`src/rtl/vga_timing_pkg.sv`:
```
// Shared constants and the output bundle carried by the VGA timing delay line.
package vga_timing_pkg;

  localparam int unsigned VGA_H_ACTIVE = 640;
  localparam int unsigned VGA_H_FRONT  = 16;
  localparam int unsigned VGA_H_SYNC   = 96;
  localparam int unsigned VGA_H_BACK   = 48;
  localparam int unsigned VGA_V_ACTIVE = 480;
  localparam int unsigned VGA_V_FRONT  = 10;
  localparam int unsigned VGA_V_SYNC   = 2;
  localparam int unsigned VGA_V_BACK   = 33;

  // Coordinate fields are sized for the widest supported counter; narrower
  // instances zero-extend into them.
  localparam int unsigned COORD_MAX_W = 16;

  typedef struct packed {
    logic                   hsync;
    logic                   vsync;
    logic                   valid;
    logic [COORD_MAX_W-1:0] h_cnt;
    logic [COORD_MAX_W-1:0] v_cnt;
    logic [COORD_MAX_W-1:0] h_scl;
    logic [COORD_MAX_W-1:0] v_scl;
    logic                   sol;
    logic                   sof;
    logic                   eof;
  } vga_bundle_t;

  // Inactive bundle: syncs at their idle level, everything else zero.
  function automatic vga_bundle_t vga_idle_bundle(input logic hsync_pol, input logic vsync_pol);
    vga_bundle_t b;
    b       = '0;
    b.hsync = ~hsync_pol;
    b.vsync = ~vsync_pol;
    return b;
  endfunction

endpackage

```
`src/rtl/vga_delay_line.sv`:
```
// Enable-gated shift register for the timing bundle; pass-through at depth 0.
module vga_delay_line
  import vga_timing_pkg::*;
#(
  parameter int unsigned DEPTH   = 0,
  parameter vga_bundle_t RST_VAL = '0
) (
  input  logic        pclk,
  input  logic        reset,
  input  logic        en,
  input  vga_bundle_t d,
  output vga_bundle_t q
);

  if (DEPTH == 0) begin : g_pass
    logic unused_ctl;
    assign unused_ctl = pclk ^ reset ^ en;
    assign q = d;
  end else begin : g_pipe
    vga_bundle_t stage [DEPTH];

    always_ff @(posedge pclk or negedge reset) begin
      if (!reset) begin
        for (int i = 0; i < int'(DEPTH); i++) stage[i] <= RST_VAL;
      end else if (en) begin
        stage[0] <= d;
        for (int i = 1; i < int'(DEPTH); i++) stage[i] <= stage[i-1];
      end
    end

    assign q = stage[DEPTH-1];
  end

endmodule

```
`src/rtl/vga_timing_gen.sv`:
```
// Parametrised VGA raster timing generator with pixel enable, sync polarity,
// latency-matched output bundle, scaled coordinates, strobes and frame count.
module vga_timing_gen
  import vga_timing_pkg::*;
#(
  parameter int unsigned H_ACTIVE    = VGA_H_ACTIVE,
  parameter int unsigned H_FRONT     = VGA_H_FRONT,
  parameter int unsigned H_SYNC      = VGA_H_SYNC,
  parameter int unsigned H_BACK      = VGA_H_BACK,
  parameter int unsigned V_ACTIVE    = VGA_V_ACTIVE,
  parameter int unsigned V_FRONT     = VGA_V_FRONT,
  parameter int unsigned V_SYNC      = VGA_V_SYNC,
  parameter int unsigned V_BACK      = VGA_V_BACK,
  parameter logic        HSYNC_POL   = 1'b0,
  parameter logic        VSYNC_POL   = 1'b0,
  parameter int unsigned PIPE        = 0,
  parameter int unsigned SCALE_SHIFT = 1,
  parameter int unsigned CNT_W       = 10,
  parameter int unsigned FRAME_W     = 8
) (
  input  logic               pclk,
  input  logic               reset,
  input  logic               pix_en,
  output logic               hsync,
  output logic               vsync,
  output logic               valid,
  output logic [CNT_W-1:0]   h_cnt,
  output logic [CNT_W-1:0]   v_cnt,
  output logic [CNT_W-1:0]   h_scl,
  output logic [CNT_W-1:0]   v_scl,
  output logic               sol,
  output logic               sof,
  output logic               eof,
  output logic [FRAME_W-1:0] frame_cnt
);

  localparam int unsigned H_TOTAL  = H_ACTIVE + H_FRONT + H_SYNC + H_BACK;
  localparam int unsigned V_TOTAL  = V_ACTIVE + V_FRONT + V_SYNC + V_BACK;
  localparam int unsigned HS_START = H_ACTIVE + H_FRONT;
  localparam int unsigned HS_END   = HS_START + H_SYNC;
  localparam int unsigned VS_START = V_ACTIVE + V_FRONT;
  localparam int unsigned VS_END   = VS_START + V_SYNC;

  if (64'(H_TOTAL) > (64'(1) << CNT_W)) begin : g_bad_htotal
    $error("vga_timing_gen: H_TOTAL does not fit in CNT_W bits");
  end
  if (64'(V_TOTAL) > (64'(1) << CNT_W)) begin : g_bad_vtotal
    $error("vga_timing_gen: V_TOTAL does not fit in CNT_W bits");
  end
  if (PIPE > 4) begin : g_bad_pipe
    $error("vga_timing_gen: PIPE must be 0..4");
  end
  if (CNT_W > COORD_MAX_W) begin : g_bad_cntw
    $error("vga_timing_gen: CNT_W exceeds bundle coordinate width");
  end

  logic [CNT_W-1:0]   pix_q;
  logic [CNT_W-1:0]   line_q;
  logic [FRAME_W-1:0] frame_q;
  logic               line_end_c;
  logic               frame_end_c;
  logic [31:0]        pix32_c;
  logic [31:0]        line32_c;
  logic               in_h_act_c;
  logic               in_v_act_c;
  vga_bundle_t        raw_c;
  vga_bundle_t        dly_q;

  assign line_end_c  = (pix_q == CNT_W'(H_TOTAL - 1));
  assign frame_end_c = line_end_c && (line_q == CNT_W'(V_TOTAL - 1));

  // Raster position and completed-frame counters
  always_ff @(posedge pclk or negedge reset) begin
    if (!reset) begin
      pix_q   <= '0;
      line_q  <= '0;
      frame_q <= '0;
    end else if (pix_en) begin
      if (line_end_c) begin
        pix_q  <= '0;
        line_q <= frame_end_c ? '0 : line_q + CNT_W'(1);
      end else begin
        pix_q <= pix_q + CNT_W'(1);
      end
      if (frame_end_c) frame_q <= frame_q + FRAME_W'(1);
    end
  end

  assign pix32_c    = 32'(pix_q);
  assign line32_c   = 32'(line_q);
  assign in_h_act_c = (pix32_c < H_ACTIVE);
  assign in_v_act_c = (line32_c < V_ACTIVE);

  // Undelayed timing terms decoded from the counters
  always_comb begin
    raw_c       = '0;
    raw_c.valid = in_h_act_c && in_v_act_c;
    raw_c.hsync = (pix32_c >= HS_START && pix32_c < HS_END) ? HSYNC_POL : ~HSYNC_POL;
    raw_c.vsync = (line32_c >= VS_START && line32_c < VS_END) ? VSYNC_POL : ~VSYNC_POL;
    raw_c.h_cnt = raw_c.valid ? COORD_MAX_W'(pix_q) : '0;
    raw_c.v_cnt = raw_c.valid ? COORD_MAX_W'(line_q) : '0;
    raw_c.h_scl = raw_c.h_cnt >> SCALE_SHIFT;
    raw_c.v_scl = raw_c.v_cnt >> SCALE_SHIFT;
    raw_c.sol   = (pix_q == '0) && in_v_act_c;
    raw_c.sof   = (pix_q == '0) && (line_q == '0);
    raw_c.eof   = frame_end_c;
  end

  vga_delay_line #(
    .DEPTH   (PIPE),
    .RST_VAL (vga_idle_bundle(HSYNC_POL, VSYNC_POL))
  ) u_delay (
    .pclk  (pclk),
    .reset (reset),
    .en    (pix_en),
    .d     (raw_c),
    .q     (dly_q)
  );

  // Coordinate fields wider than CNT_W are always zero
  logic unused_bundle;
  assign unused_bundle = ^dly_q;

  assign hsync     = dly_q.hsync;
  assign vsync     = dly_q.vsync;
  assign valid     = dly_q.valid;
  assign h_cnt     = dly_q.h_cnt[CNT_W-1:0];
  assign v_cnt     = dly_q.v_cnt[CNT_W-1:0];
  assign h_scl     = dly_q.h_scl[CNT_W-1:0];
  assign v_scl     = dly_q.v_scl[CNT_W-1:0];
  assign sol       = dly_q.sol;
  assign sof       = dly_q.sof;
  assign eof       = dly_q.eof;
  assign frame_cnt = frame_q;

endmodule

```
`config.mk`:
```
export PLATFORM = sky130hd
export DESIGN_NAME = vga_timing_gen
export DESIGN_NICKNAME = d
export VERILOG_FILES = /design/src/rtl/vga_timing_pkg.sv /design/src/rtl/vga_delay_line.sv /design/src/rtl/vga_timing_gen.sv
export SDC_FILE = /design/constraint.sdc
export NUM_CORES = 1
export LEC_CHECK = 0
export ABC_AREA = 1
export CORE_MARGIN = 2
export CORE_UTILIZATION = 44
export CTS_CLUSTER_DIAMETER = 150
export CTS_CLUSTER_SIZE = 16
export DETAILED_ROUTE_END_ITERATION = 16
export PLACE_DENSITY = 0.87
export SYNTH_ARGS = -nofsm -noshare
export SYNTH_HDL_FRONTEND = slang
export SYNTH_SLANG_ARGS = --single-unit
```
`constraint.sdc`:
```
create_clock -name pclk -period 1.35 [get_ports pclk]
set_input_delay 0.27 -clock pclk [delete_from_list [all_inputs] [get_ports pclk]]
set_output_delay 0.27 -clock pclk [all_outputs]
set_load 0.02 [all_outputs]
```
==> impl_metrics.yaml, run 1 <==
critical_path:
  critPathSlowestCell: "dfrtp_1"
  cp_top_family: "buffers and inverters"
  crit_buf_inv: 4
  cp_data_required_time_ns: 1.08
  crit_path_end_kind: "primary output"
  worstSetupStartpointType: "flop"
  path_cells: "nand2_2 > nor2_4 > inv_2 > nand4_1 > buf_6 > buf_12 > nor2_4 > buf_6"
  crit_fanout: 7
  rr_startpoint: "pix_q[9]"
  cp_slowest_stage_delay_ns: 0.44
  r2r_end: "pix_q[9]"
  worstSetupPathType: "flop to primary output"
  crit_arrival_ns: 1.75
  r2r_slack_ns: -0.50
  rr_worst_depth: 9
logic_synthesis:
  syn_area_per_cell_um2: 6.90
  synthCells: 300
  async_flop_share_pct: 100
  ys_warn_count: 0
  synth_cell_types: 28
  seq_area_frac_synth_pct: 33.8
  ys_ff_latch: 28
  synthFlopType: "dfrtp_1"
  netlist_area_mm2: 0.00207
  synth_edf_count: 0
die:
  start_util_pct: 46.6
  dieArea_mm2: 0.00527
  die_w_um: 72.6
  pin_count: 57
  rows: 24
  die_h_um: 72.6
  core_region_area_mm2: 0.00444
cells_and_area:
  register_area_um2: 701
  antennaDiodeCount: 0
  multi_input_area_mm2: 0.00160
  final_nets: 435
  nFillCells: 154
  drive_above_1_share_pct: 60.8
  final_core_util_pct: 90.8
  fin_cells: 478
  syn2layout_area_growth_pct: 94.9
flow_run:
  cap_violations: 0
drt:
  wirelength_um: 10200
  ant_nets: 0
  initialDrtViolationCount: 277
  wl_per_cell_um: 21.3
  viasPerCell: 5.87
  post-route-drc-count: 0
  firstDrtPassIters: 6
  vias: 2806
timing:
  setup_slack_ns: -0.667
  fin_skew_ns: 0.00945
  min_period_ns: 2.02
  final.period_utilization_pct: 149
  setup_violations: 69
  worst_hold_slack_ns: 0.339
  rsz0062_at_grt: "true"
  finalMaxSlewViolations: 0
  fmax_ghz: 0.496
  hold_viol: 0
clocking:
  clockBufferDepth: 2
  cts_buffers: 3
  root_buffer: "clkbuf_8"
  clkLatencyLatePin_ns: 0.29
  h-tree-depth: 1
  clock-sinks: 28
  path_clk_slew_ns: 0.11
  cts_tree: "done"
power:
  finalPower_uw: 3710
  vdd_drop_max_mv: 0.919
  cellPowerDensity_mw_per_mm2: 919
  p_leak_uw: 0.00202
status:
  violations: "setup timing"
  status: "finished with violations"
global_routing:
  grt_pass1_wl_um: 12900
  antenna_found_initial: 0
  track_usage_pct: 32.1
  gr-total-overflow: 0
  grt_pass1_vias: 2694
  grt_start_max_net_pins: 29
placed_design:
  place_hpwl_um: 4550
  port_buffers: 52
  gp_congestion: 0.942
  place_worst_setup_slack_ns: -0.711
  dp.cells: 452
hold_path:
  holdCritPathClass: "primary input to asynchronous set/reset pin"
## worst max-delay path by stage
stage | start | end | cells past startpoint
2_1_floorplan | line_q[6] | h_scl[3] | 7
6_report | line_q[5] | v_cnt[5] | 8
3_3_place_gp | line_q[7] | h_scl[3] | 7
3_5_place_dp | line_q[7] | h_scl[3] | 7
5_1_grt | line_q[5] | v_cnt[5] | 8
4_1_cts | line_q[1] | eof | 7
## cell usage in the layout (no fill, tap or decap), types with 2 or more instances in the layout
cell type,count
inv_1,28
nand2_2,22
o21ai_1,2
nor2_4,28
conb_1,4
nand3_1,16
inv_4,2
nor2_1,10
buf_12,5
nand2_1,44
o21ai_2,6
nor3_2,4
nand2_4,8
ha_4,3
nand3_4,9
buf_4,71
nor3_1,2
nand3_2,5
clkdlybuf4s15_1,2
xor2_1,10
dlygate4sd2_1,5
inv_2,12
ha_1,2
buf_6,59
nor3_4,3
clkbuf_8,3
nor2_2,10
nand4_1,8
dfrtp_1,28
## per-stage QoR
stage	setup TNS, ns	area [um2]
floorplan	-3.44	2320
CTS	-23.17	3670
global route	-37.62	4040
global placement	-32.02	3250
finish	-34.57	4040
detailed placement	-33.97	3250
## sequential cells by signal, indices dropped and copies added (netlist names)
signal and flops:
line_q 10, pix_q 10, frame_cnt 8
## final cells by class
cell class / instances / share of cell area [%]
multi-input combinational: 204 / 39.6
timing repair buffer: 147 / 35.4
sequential: 28 / 17.4
inverter: 43 / 4.22
tap: 52 / 1.61
clock buffer: 3 / 1.02
clock inverter: 1 / 0.744
## cells by family (layout without fill, tap and decap cells)
family	Yosys count	count (layout)	share of synthesized area, %
AOI/OAI and AO/OA	13	13	3.20
other	1	4	0.181
adders and majority gates	5	5	3.02
xor gates and xnor gates	10	10	4.23
DFF	28	28	33.8
and+or+nand+nor	172	172	37.6
buffers and inverters	71	194	17.9
## layer usage
| metal | global-route usage [%] | part of all wire, % | vias up |
|---|---|---|---|
| met4 | 20.6 | 6.9 | 0 |
| li1 | - | - | 1165 |
| met1 | 36.1 | 37 | 1334 |
| met5 | 0 | 0 | - |
| met2 | 56.8 | 48 | 230 |
| met3 | 4.28 | 8.5 | 77 |
## worst register-to-register path: stages, from the launching register on
cell and delay [ns]:
dfrtp_1 0.45, nand2_2 0.09, buf_4 0.15, nor2_4 0.12, buf_4 0.13, nand2_2 0.10
nor2_8 0.25, clkinvlp_4 0.26, nand2_2 0.15, nor2_2 0.06
## synth_stat cells, drive strengths merged (3+ instances only)
cell   number  area [um2]
buf        28         209
xor2       10        87.6
nand3      30         155
nand2      74         293
o21ai       9        45.0
nand4       8        50.1
a21oi       3        15.0
inv        43         161
dfrtp      28         701
nor3        9        50.1
ha          5        62.6
nor2       49         218
## power by group
part	switching, uW	internal (uW)
clock	300	398
sequential	61.7	911
combinational	1090	947
total	1450	2260
## repair_timing
action | 4_1_cts | 5_1_grt
hold buffers | 0 | 0
resized for setup | 304 | 97
buffers inserted | 18 | 17
pin swaps | 28 | 41
setup endpoints to repair | 77 | 71
gates cloned | 1 | 1
(Power assumes the default switching activity.)
==> inputs of run 2 (changes only) <==
--- a/config.mk
+++ b/config.mk
@@ -11,7 +11,7 @@
 export CTS_CLUSTER_DIAMETER = 150
 export CTS_CLUSTER_SIZE = 16
 export DETAILED_ROUTE_END_ITERATION = 16
-export PLACE_DENSITY = 0.87
+export PLACE_DENSITY = 0.77
 export SYNTH_ARGS = -nofsm -noshare
 export SYNTH_HDL_FRONTEND = slang
 export SYNTH_SLANG_ARGS = --single-unit
==> run 2 against run 1 <==
First-iteration DRC count up 30%. Critical endpoint is now v_scl[3]. The flow still finishes with violations (setup timing). Critical path type unchanged. Cell area grew 2.0%. Largest cell class unchanged. Non-clock buffer count is 5 higher. Combinational power decreased by 3%. Wire length up 6.4%. Core utilization rose by 1.9 points. Clock skew decreased by 0.0024 ns.
==> impl_metrics.yaml, run 2 (same netlist as run 1, synthesis figures left out) <==
flow_run:
  cap_violations: 0
clocking:
  path_clk_slew_ns: 0.11
  root_buffer: "clkbuf_8"
  clkLatencyLatePin_ns: 0.29
  clockBufferDepth: 2
  ctsHoldBuffers: 0
  h-tree-depth: 1
  cts_buffers: 3
  cts_tree: "done"
  clock-sinks: 28
critical_path:
  crit_path_end_kind: "primary output"
  crit_buf_inv: 4
  crit_fanout: 5
  cp_top_family: "buffers and inverters"
  worstSetupStartpointType: "flop"
  rr_startpoint: "pix_q[1]"
  path_cells: "nand2_2 > nor2_4 > inv_1 > nand4_1 > buf_6 > buf_12 > nor2_4 > buf_6"
  r2r_slack_ns: -0.58
  crit_arrival_ns: 1.75
  rr_worst_depth: 12
  worstSetupPathType: "flop to primary output"
  critPathSlowestCell: "dfrtp_1"
  r2r_end: "line_q[8]"
  cp_slowest_stage_delay_ns: 0.44
  cp_data_required_time_ns: 1.08
placed_design:
  port_buffers: 52
  post_dp_cell_area_mm2: 0.00324
  gp_congestion: 0.864
  place_hpwl_um: 4450
  place_worst_setup_slack_ns: -0.640
die:
  rows: 24
  start_util_pct: 46.6
  pin_count: 57
  dieArea_mm2: 0.00527
  core_region_area_mm2: 0.00444
  die_w_um: 72.6
  die_h_um: 72.6
drt:
  wl_per_cell_um: 22.5
  met3_wirelength_um: 960
  ant_nets: 0
  wirelength_um: 10800
  vias: 2905
  wl_met1_um: 3900
  firstDrtPassIters: 6
  post-route-drc-count: 0
  wl_met2_um: 5220
  viasPerCell: 6.01
  initialDrtViolationCount: 361
  top_layer: "met4"
cells_and_area:
  final_core_util_pct: 92.7
  syn2layout_area_growth_pct: 98.9
  nFillCells: 149
  drive_above_1_share_pct: 59.2
  final_nets: 440
  final_common_cell: "buf_4"
  most-common-layout-cells: "buf_4, buf_6, nand2_1"
  antennaDiodeCount: 0
  stdcell_area_mm2: 0.00412
timing:
  rsz0062_at_grt: "true"
  fmax_ghz: 0.495
  finalMaxSlewViolations: 0
  tns_ns: -34.03
  hold_viol: 0
  min_period_ns: 2.02
  setup_slack_ns: -0.669
  setup_violations: 69
  fin_skew_ns: 0.00708
  final.period_utilization_pct: 150
status:
  status: "finished with violations"
  violations: "setup timing"
global_routing:
  grt_pass1_vias: 2732
  antenna_found_initial: 0
  track_usage_pct: 33.1
  gr-total-overflow: 0
  grt_start_max_net_pins: 29
  grt_pass1_wl_um: 13500
hold_path:
  holdCritPathClass: "primary input to asynchronous set/reset pin"
power:
  p_leak_uw: 0.00207
  cellPowerDensity_mw_per_mm2: 854
  vdd_drop_max_mv: 1.13
  finalPower_uw: 3520
==> run 2: final cells by class <==
cell class | count | area (um2) | share of cell area [%]
clock buffer | 4 | 55.1 | 1.34
timing repair buffer | 152 | 1540 | 37.3
multi-input combinational | 204 | 1590 | 38.5
sequential | 28 | 702 | 17.0
inverter | 43 | 173 | 4.19
tap | 52 | 65.1 | 1.58
==> run 2: worst max-delay path by stage <==
stage / start / cells past startpoint / endpoint / slack [ns]
after floorplan: line_q[6] / 7 / h_scl[3] / -0.17
after global placement: pix_q[0] / 7 / sof / -0.61
after detailed placement: pix_q[0] / 7 / sof / -0.64
after CTS: line_q[6] / 8 / h_cnt[7] / -0.46
after global routing: line_q[8] / 8 / v_scl[3] / -0.69
final: line_q[5] / 8 / v_scl[3] / -0.67
==> run 2: timing repair <==
item | in CTS | in global routing
endpoints found under the setup margin | 76 | 73
gates cloned | 4 | 0
gates resized for setup | 331 | 66
pin swaps | 25 | 20
setup buffers | 23 | 12
==> run 2: per-stage QoR <==
step,hold slack (ns),instances
after floorplan,-0.0256,303
after global placement,0.517,450
after detailed placement,0.531,450
after CTS,0.350,476
after global routing,0.340,483
final,0.321,483
==> run 2: report_power, final <==
group / switching (uW) / leakage (uW) / internal, uW
Sequential: 67.6 / 0.000331 / 912
Clock: 295 / 0.0000288 / 262
Combinational: 1080 / 0.00171 / 900
==> run 2: worst register-to-register path, delay by kind of cell (launching register included) <==
family / cells / cell delay (ns)
buf+inv: 4 / 0.50
flops: 1 / 0.42
fa+ha+maj: 1 / 0.15
simple gates: 7 / 0.76
==> run 2: layer usage <==
layer	vias to the layer above	track usage, %
met5	-	0
met4	0	14.2
met3	84	4.42
met2	258	58.1
met1	1387	40.5
li1	1176	-
==> inputs of run 3 (changes only) <==
--- a/config.mk
+++ b/config.mk
@@ -6,12 +6,13 @@
 export NUM_CORES = 1
 export LEC_CHECK = 0
 export ABC_AREA = 1
+export CORE_ASPECT_RATIO = 1.1
 export CORE_MARGIN = 2
-export CORE_UTILIZATION = 44
+export CORE_UTILIZATION = 48
 export CTS_CLUSTER_DIAMETER = 150
 export CTS_CLUSTER_SIZE = 16
 export DETAILED_ROUTE_END_ITERATION = 16
-export PLACE_DENSITY = 0.77
+export PLACE_DENSITY = 0.8
 export SYNTH_ARGS = -nofsm -noshare
 export SYNTH_HDL_FRONTEND = slang
 export SYNTH_SLANG_ARGS = --single-unit
==> constraint.sdc (replaced) <==
create_clock -name pclk -period 1.9 [get_ports pclk]
set_input_delay 0.38 -clock pclk [delete_from_list [all_inputs] [get_ports pclk]]
set_output_delay 0.38 -clock pclk [all_outputs]
set_load 0.02 [all_outputs]
==> run 3 against run 2 <==
The run still ends with setup timing left. Clock skew down 0.0031 ns. Hold slack improved by 0.15 ns. Via count fell by 24%. Critical path type unchanged.
==> impl_metrics.yaml, run 3 (same netlist as run 1, synthesis figures left out) <==
status:
  status: "finished with violations"
  violations: "setup timing"
cells_and_area:
  final_nets: 402
  final_common_cell: "buf_4"
  most-common-layout-cells: "buf_4, nand2_1, inv_1"
  antennaDiodeCount: 0
  drive_above_1_share_pct: 38.4
  final_core_util_pct: 70.3
  syn2layout_area_growth_pct: 43.3
clocking:
  h-tree-depth: 1
  clock-sinks: 28
  cts_buffers: 3
  clockBufferDepth: 2
  cts_tree: "done"
  path_clk_slew_ns: 0.09
  clkLatencyLatePin_ns: 0.28
  root_buffer: "clkbuf_8"
  ctsHoldBuffers: 0
timing:
  setup_violations: 1
  min_period_ns: 1.92
  final.period_utilization_pct: 101
  rsz0062_at_grt: "true"
  fmax_ghz: 0.521
  finalMaxSlewViolations: 0
  fin_skew_ns: 0.00399
  hold_viol: 0
  setup_slack_ns: -0.0195
critical_path:
  cp-endpoint: "eof"
  rr_worst_depth: 11
  worstSetupStartpoint: "pix_q[0]"
  worstSetupPathType: "flop to primary output"
  r2r_slack_ns: 0.18
  rr_startpoint: "pix_q[0]"
  crit_arrival_ns: 1.54
  worstSetupStartpointType: "flop"
  r2r_end: "line_q[8]"
  cp_data_required_time_ns: 1.52
  crit_path_end_kind: "primary output"
  crit_fanout: 2
die:
  die_w_um: 66.6
  pin_count: 57
  rows: 25
  die_h_um: 72.9
  start_util_pct: 49.0
  dieArea_mm2: 0.00486
  core_region_area_mm2: 0.00422
placed_design:
  port_buffers: 52
  place_worst_setup_slack_ns: -0.172
  place_hpwl_um: 4230
  gp_congestion: 0.892
power:
  p_leak_uw: 0.00157
  vdd_drop_max_mv: 0.417
  finalPower_uw: 2010
  cellPowerDensity_mw_per_mm2: 677
global_routing:
  track_usage_pct: 25.8
  grt_start_max_net_pins: 29
  gr-total-overflow: 0
  grt_pass1_vias: 2122
  grt_pass1_wl_um: 9460
  antenna_found_initial: 0
drt:
  ant_nets: 0
  wirelength_um: 5670
  wl_per_cell_um: 12.7
  post-route-drc-count: 0
  initialDrtViolationCount: 98
  viasPerCell: 4.95
  vias: 2213
  firstDrtPassIters: 4
flow_run:
  cap_violations: 0
hold_path:
  holdCritPathClass: "primary input to asynchronous set/reset pin"
[run 3: cell count changes in the layout (fill, tap and decap cells not counted), sizes merged]
cell and delta:
buf -41, dlygate4sd2 -4, clkbuf +1, dlymetal6s2s -1, inv +1, clkinvlp -1, clkdlybuf4s15 -2, clkdlybuf4s50 +9
[run 3: per-layer routing]
metal  share of wire (%)  track usage, %
met1                  39            29.4
met2                  54            48.2
met3                 4.3            2.93
met4                 2.6            10.7
met5                   0               0
[run 3: worst min-delay path by stage]
stage	slack [ns]	endpoint	from
floorplan	0.08	frame_cnt[0]	reset
global placement	0.52	frame_cnt[6]	frame_cnt[6]
detailed placement	0.52	frame_cnt[7]	frame_cnt[7]
CTS	0.48	pix_q[4]	reset
global route	0.50	pix_q[3]	reset
finish	0.47	pix_q[3]	reset
[run 3: area by class of cell]
type,count,area [um2]
inverter,43,161
sequential,28,702
multi-input combinational,204,1110
fill,369,1250
tap,54,67.6
timing repair buffer,114,872
clock buffer,4,55.1
[run 3: metrics by stage]
| step | hold slack, ns | TNS (ns) | cells | instance area (um2) |
|---|---|---|---|---|
| 3_3_place_gp | 0.516 | -2.78 | 431 | 2850 |
| 3_5_place_dp | 0.521 | -4.12 | 431 | 2850 |
| 6_report | 0.467 | -0.0195 | 447 | 2970 |
| 4_1_cts | 0.482 | -0.00642 | 445 | 2840 |
| 2_1_floorplan | 0.0844 | 0 | 303 | 2080 |
| 5_1_grt | 0.504 | -2.03 | 447 | 2970 |
[run 3: critical path, stage by stage (launching register included)]
cell,delay (ns)
dfrtp_1,0.38
buf_4,0.13
ha_1,0.17
nand2_1,0.08
nor2_2,0.13
nand3_2,0.11
nor2_2,0.13
buf_6,0.13
[run 3: where the power goes]
part	total, uW	internal [uW]	switching, uW
Clock	375	186	189
Sequential	692	648	44.3
Combinational	942	428	514
[run 3: timing repair]
item                                    4_1_cts  5_1_grt
resized for setup                           181       52
endpoints found under the setup margin       42       42
pin swaps                                     5        3
setup buffers                                10        2
